File: config.mk
export PLATFORM = sky130hd
export DESIGN_NAME = transpose_buffer_ctrl
export DESIGN_NICKNAME = d
export VERILOG_FILES = /design/src/rtl/tbuf_pkg.sv /design/src/rtl/tbuf_beat_counter.sv /design/src/rtl/transpose_buffer_ctrl.sv
export SDC_FILE = /design/constraint.sdc
export NUM_CORES = 1
export LEC_CHECK = 0
export ABC_CLOCK_PERIOD_IN_PS = 1400
export CAP_MARGIN = 20
export CORE_AREA = 2 2 39 41
export CTS_CLUSTER_DIAMETER = 80
export DETAILED_ROUTE_END_ITERATION = 8
export DIE_AREA = 0 0 41 43
export PLACE_DENSITY = 0.59
export SETUP_SLACK_MARGIN = 0.02
export SKIP_LAST_GASP = 1
export SLEW_MARGIN = 20
export SYNTH_ARGS = -nofsm -noshare
export SYNTH_HDL_FRONTEND = slang
export SYNTH_SLANG_ARGS = --single-unit
File: constraint.sdc
create_clock -name clock -period 1.4 [get_ports clock]
set_clock_uncertainty 0.05 [all_clocks]
set_input_delay 0.14 -clock clock [delete_from_list [all_inputs] [get_ports clock]]
set_output_delay 0.14 -clock clock [all_outputs]
set_load 0.03 [all_outputs]
File: src/rtl/tbuf_pkg.sv
// tbuf_pkg: shared state encoding and default dimension for the transpose buffer controller
package tbuf_pkg;
    typedef enum logic [1:0] {IDLE, LOAD, STREAM, DRAIN} state_t;
    localparam int TBUF_N_DEFAULT = 8;
endpackage

File: src/rtl/tbuf_beat_counter.sv
// tbuf_beat_counter: mod-N beat counter with wrap flag
module tbuf_beat_counter
    import tbuf_pkg::*;
#(
    parameter int N = TBUF_N_DEFAULT,
    localparam int CNT_W = $clog2(N)
) (
    input  logic             clock,
    input  logic             reset,
    input  logic             inc,
    input  logic             clr,
    output logic [CNT_W-1:0] cnt,
    output logic             at_max
);
    logic [CNT_W-1:0] cnt_q, cnt_d;

    assign at_max = cnt_q == CNT_W'(N - 1);
    assign cnt    = cnt_q;

    // clear wins over increment; increment wraps to zero at N-1
    always_comb cnt_d = clr ? '0 : inc ? (at_max ? '0 : cnt_q + 1'b1) : cnt_q;

    // counter register, asynchronously cleared
    always_ff @(posedge clock or posedge reset)
        if (reset) cnt_q <= '0;
        else       cnt_q <= cnt_d;
endmodule

File: src/rtl/transpose_buffer_ctrl.sv
// transpose_buffer_ctrl: load/stream/drain control of an N x N transpose buffer (optional err logic via TBUF_CTRL_ERR_EN)
module transpose_buffer_ctrl
    import tbuf_pkg::*;
#(
    parameter int N = TBUF_N_DEFAULT
) (
    input  logic clock,
    input  logic reset,
    input  logic in_valid,
    input  logic in_last,
    output logic in_ready,
    output logic out_valid,
    input  logic out_ready,
    output logic out_last,
    output logic enable,
    output logic direction,
    output logic err
);
    localparam int CNT_W = $clog2(N);

    state_t           state_q, state_d;
    logic             dir_q, dir_d;
    logic [CNT_W-1:0] cnt;
    logic             at_max, inc, wrap, enable_c;

    tbuf_beat_counter #(.N(N)) u_cnt (
        .clock  (clock),
        .reset  (reset),
        .inc    (inc),
        .clr    (1'b0),
        .cnt    (cnt),
        .at_max (at_max)
    );

    // next state, handshakes and cell control; a block boundary flips the shift direction
    always_comb begin
        state_d   = state_q;
        in_ready  = 1'b1;
        out_valid = 1'b0;
        enable_c  = 1'b0;
        inc       = 1'b0;
        wrap      = 1'b0;
        case (state_q)
            IDLE, LOAD: begin
                enable_c = in_valid;
                inc      = in_valid;
                wrap     = in_valid && at_max;
                if (in_valid) state_d = at_max ? (in_last ? DRAIN : STREAM) : LOAD;
            end
            STREAM: begin
                out_valid = 1'b1;
                in_ready  = out_ready;
                inc       = in_valid && out_ready;
                enable_c  = inc;
                wrap      = inc && at_max;
                if (wrap) state_d = in_last ? DRAIN : STREAM;
            end
            DRAIN: begin
                out_valid = 1'b1;
                in_ready  = 1'b0;
                inc       = out_ready;
                enable_c  = out_ready;
                wrap      = out_ready && at_max;
                if (wrap) state_d = IDLE;
            end
            default: state_d = IDLE;
        endcase
        dir_d = wrap ? ~dir_q : dir_q;
    end

    assign enable    = enable_c && !reset;
    assign direction = dir_q;
    assign out_last  = (state_q == DRAIN) && (cnt == CNT_W'(N - 1));

    // state and direction registers
    always_ff @(posedge clock or posedge reset)
        if (reset) begin
            state_q <= IDLE;
            dir_q   <= 1'b0;
        end else begin
            state_q <= state_d;
            dir_q   <= dir_d;
        end

`ifdef TBUF_CTRL_ERR_EN
    logic err_q, err_d;

    // sticky: early in_last on an accepted row, or a row offered while draining
    always_comb err_d = err_q || (in_valid && in_ready && in_last && !at_max) || (state_q == DRAIN && in_valid);

    // error flag register, cleared only by reset
    always_ff @(posedge clock or posedge reset)
        if (reset) err_q <= 1'b0;
        else       err_q <= err_d;

    assign err = err_q;
`else
    assign err = 1'b0;
`endif
endmodule

Yosys cells after proc, flatten, opt, wreduce, memory -nomap -nowiden
Index checks and enable logic that the tools add are counted.

storage, ports and cells
  output and inout bits = 6
  flip-flop bits (word level) = 6
  bits in latches = 0
  RAM bits = 0
  memories kept = 0
  bits in read-only memories = 0

cells by class
  $lt $le $gt $ge = 0
  mux-type cells = 11
  bitwise operators = 1
  add/sub/neg operators = 1
  divide/modulo/power cells = 0
  reduce and logical (&&, ||, !) cells = 11
  equality and inequality tests = 7
  shifts and indexed selects = 0
  multipliers = 0

operators by type and width
  operator                                              count
  2-to-1 mux 2 bit                                      4
  logical AND 1 bit                                     6
  != test 2 bit (second input constant)                 3
  one-hot mux 1 bit (3 select lines)                    2
  one-hot mux 2 bit (3 select lines)                    1
  equality test 2 bit (second input constant)           2
  OR reduction 2 bit                                    2
  adder 3 x 1 -> 3 bit (second input constant)          1
  equality test 3 bit (second input constant)           1
  2-to-1 mux 3 bit                                      1
  AND reduction 3 bit                                   1
  equality test 2 x 1 -> 1 bit (second input constant)  1
  zero test 2 bit                                       1
  2-to-1 mux 1 bit                                      2
  one-hot mux 1 bit (2 select lines)                    1
  zero test 1 bit                                       1
  NOT 1 bit                                             1

Longest topological paths before layout
  word-level depth = 4
  mapped depth = 6
  gate-level depth less buffers = 6

Modules after synthesis
From an unflattened synthesis, not the netlist that was laid out.

second synthesis, totals
  cell total of the unflattened synthesis = 38
  area, all modules = 372.9 um2

modules (own cells, without submodules)
  module                 times used  area each (um2)  cells an instance  seq. area each (um2)
  transpose_buffer_ctrl  1           212.7            24                 75.1
  tbuf_beat_counter      1           160.2            14                 75.1

Least setup slack after synthesis
Ideal clock, no wire load.

  path kind = reg2reg
  start point = register u_cnt.cnt_q[0] (netlist: u_cnt.cnt[0])
  end point = register dir_q (netlist: direction)
  data required time = 1.269 ns
  setup slack = 0.018 ns
  path buffers = 0
  data arrival time = 1.251 ns
  stages on the path, launching flop included = 7
  cells stage by stage = dfrtp_1 ha_1 ha_1 nand2_1 o21ai_0 a31oi_1 xnor2_1

between the ends
  cells in the longest elaborated chain, start to end = 3

RTL lines
  element                               RTL line                                                                               text
  start, declared                       tbuf_beat_counter.sv:15                                                                logic [CNT_W-1:0] cnt_q, cnt_d;
  start signal, assigned                tbuf_beat_counter.sv:26                                                                else cnt_q <= cnt_d;
  equality test 3 bit *                 tbuf_beat_counter.sv:17                                                                assign at_max = cnt_q == CNT_W'(N - 1);
  logical AND 1 bit (on tied branches)  transpose_buffer_ctrl.sv:63, transpose_buffer_ctrl.sv:47, transpose_buffer_ctrl.sv:55
  one-hot mux 1 bit (3 select lines) *  transpose_buffer_ctrl.sv:43                                                            case (state_q)
  end signal, assigned                  transpose_buffer_ctrl.sv:82                                                            dir_q <= dir_d;
  end, declared                         transpose_buffer_ctrl.sv:22                                                            logic dir_q, dir_d;

Mark *: on every way between the ends. The rest lies on a longest branch, timed or not.
A chain may end at the register's enable or synchronous reset.

Final worst setup path
  start point = register u_cnt.cnt_q[0] (netlist: u_cnt.cnt[0])
  end point = output out_last

between the ends
  cells in the longest elaborated chain, start to end = 2

RTL lines
  element              RTL line                     text
  equality test 3 bit  transpose_buffer_ctrl.sv:73  assign out_last = (state_q == DRAIN) && (cnt == CNT_W'(N - 1));
  logical AND 1 bit    transpose_buffer_ctrl.sv:73
  end, declared        transpose_buffer_ctrl.sv:14  output logic out_last,

No other way between the ends.

==> results.json <==
{
  "drv_cap": 0,
  "power.density_nw_per_um2": 2230,
  "hpwl_um": 586,
  "slowest_delay_ps": 400,
  "synth_warnings": 0,
  "ant_nets": 0,
  "stdcell_count": 82,
  "start_util_pct": 28.3,
  "clock.fmax_mhz": 687,
  "diodes": 0,
  "avgSynthCellArea_um2": 9.11,
  "dp_cells": 72,
  "drt_iter0_drc": 6,
  "grt_use_total_pct": 12.5,
  "cts_tree": "built",
  "fp.dieH_um": 43,
  "syn-num-nets": 51,
  "clockBufferDepth": 2,
  "die_w_um": 41,
  "drive_above_1_share_pct": 51.5,
  "cts-root-buf": "clkbuf_4",
  "cts_hold_buf": 0,
  "whs_ps": 154,
  "slew_violations": 0,
  "worstPathCellList": "ha_4 > ha_4 > and3_4 > buf_6",
  "ios": 11,
  "fin_nets": 76,
  "cts.sinks": 6,
  "synth_top_area_share_pct": 38.3,
  "comb_power_share_pct": 68.1,
  "intPower_mw": 0.969,
  "synth-seq-area-share_pct": 38.3,
  "power.leakage_nw": 0.322,
  "post-route-util_pct": 51.2,
  "setup_slack_ps": -56.5,
  "synth_cell_type_count": 19,
  "cts_buffers": 3,
  "routed_wl_um": 903,
  "startpoint_type": "register",
  "via_per_inst": 4.70,
  "yosys.area.top_type": "dfrtp_1",
  "wire_per_inst_um": 11.0,
  "gp_congestion": 0.680,
  "switchingPower_mw": 0.611,
  "antenna_found_initial": 0,
  "end_kind": "primary output",
  "drtPass1Iterations": 4,
  "syn_to_final_growth_pct": 80.8,
  "rows": 14,
  "ir_drop_uv": 926,
  "min_period_ps": 1460,
  "hold_class": "input port to async pin",
  "setup_tns_ps": -69.6,
  "rsz0062_at_grt": "yes",
  "critical_path_class": "register to primary output",
  "drc": 0,
  "synthTopCellsByArea": "dfrtp_1, ha_1, mux2_2",
  "finalInstanceArea_um2": 708,
  "violations": "negative setup slack",
  "htree_levels": 1,
  "setup_violations": 3,
  "synth_seq_cells": 6,
  "dieArea_um2": 1760,
  "status": "finished with violations",
  "core_area_um2": 1380,
  "synthesis.area_um2": 392,
  "report.final.hold_viol_count": 0,
  "path_max_fanout": 3,
  "grt_max_degree": 8,
  "cpMostUsedCell": "ha_4",
  "critical-path-slowest-cell": "dfrtp_1",
  "grt.overflow.total": 0,
  "switching_share_pct": 38.7,
  "synthCells": 43,
  "critPathRequiredTime_ps": 1210,
  "grt_pass1_wl_um": 1440,
  "port_buffers": 9,
  "clock_latency_ps": 240,
  "clk_pin_slew_worst_paths_ps": 40,
  "timing.final.crit_share_pct": 104,
  "placed_cell_area_um2": 531,
  "pwr-share-seq_pct": 22.2,
  "vias": 385,
  "cp.arrival_ps": 1270,
  "grt_pass1_vias": 352,
  "power.share.clock_pct": 9.7
}
==> repair_timing <==
item | CTS | global route
setup buffers | 4 | 3
pin swaps | 6 | 2
gates resized for setup | 23 | 8
setup endpoints to repair | 6 | 7
==> path summary, 6_finish.rpt <==
kind	cells after the start	end	startpoint	slack, ps
hold reg to reg	1	direction	direction	400
setup / recovery	4	out_last	u_cnt.cnt[0]	-60
min in group clock	1	direction	direction	400
max in group asynchronous	3	state_q[0]	reset	1030
setup reg to reg	7	direction	u_cnt.cnt[0]	-10
hold / removal	3	direction	reset	150
==> metal layers <==
metal | vias to the layer above | global-route usage, % | wire length (µm)
met4 | 0 | 10.0 | 19
met2 | 9 | 18.1 | 483
met5 | - | 0 | 0
met1 | 183 | 14.6 | 367
li1 | 191 | - | -
met3 | 2 | 3.14 | 33
==> layout by cell type (no fill, tap or decap), drive strengths merged <==
cell type and instances:
o21ai 5, buf 18, conb 1, ha 3, and2 1, dlygate4sd2 1, clkbuf 3, a31oi 1
nand2 7, nand3 1, xnor2 1, clkdlybuf4s50 4, and3 1, nand3b 1, mux2 3, dfrtp 6
a32o 1, a21oi 2, nor2 2, a21o 1, inv 3
==> cell type report <==
class / count / area, µm²
flip-flops and latches: 6 / 150
inverters: 3 / 11.3
multi-input cells: 31 / 278
repair buffers: 23 / 226
fillers: 133 / 676
well taps: 16 / 20.0
clock buffers: 3 / 22.5
==> power by group through the flow <==
stage	Combinational, mW	Sequential, mW	Clock [mW]
CTS	0.910	0.353	0.161
floorplan	0.421	0.372	0
global route	1.16	0.364	0.179
detailed placement	0.709	0.320	0
finish	1.08	0.351	0.153
global placement	0.701	0.315	0
==> cell usage after synthesis <==
cell and count:
nand2_1 7, clkbuf_1 1, mux2_2 3, a31oi_1 1, dfrtp_1 6, nor2_1 2
a21oi_2 2, ha_1 3, o21ai_0 5, conb_1 1, buf_4 2, a32o_1 1
and2_2 1, xnor2_1 1, and3_2 1, nand3b_1 1, nand3_1 1, inv_1 3
a21o_1 1
==> kinds of logic after synthesis <==
logic type	after synthesis	synth area share, %
flops	6	38.3
buf+inv	6	7.67
fa+ha+maj	3	9.59
compound gates	10	16.9
simple gates	13	15.7
other cells	1	0.958
mux	3	8.63
xor+xnor	1	2.24
==> worst max-delay path, delay by kind of cell (launching register included) <==
kind                     cells  cell delay (ps)
flip-flops                   1              400
adder cells (fa/ha/maj)      2              340
buffers and inverters        1              130
AND/OR/NAND/NOR              1              160
==> registers in the layout, summed over array words and instances, names as in the netlist <==
signal     flops
u_cnt.cnt      3
direction      1
state_q        2
==> through the flow <==
| step | total power, mW | worst slack [ps] |
|---|---|---|
| after global placement | 1.02 | -332 |
| final | 1.58 | -56.5 |
| after global routing | 1.71 | -105 |
| after detailed placement | 1.03 | -366 |
| after floorplan | 0.793 | 43.9 |
| after CTS | 1.42 | -66.1 |
(Power assumes the default switching activity.)
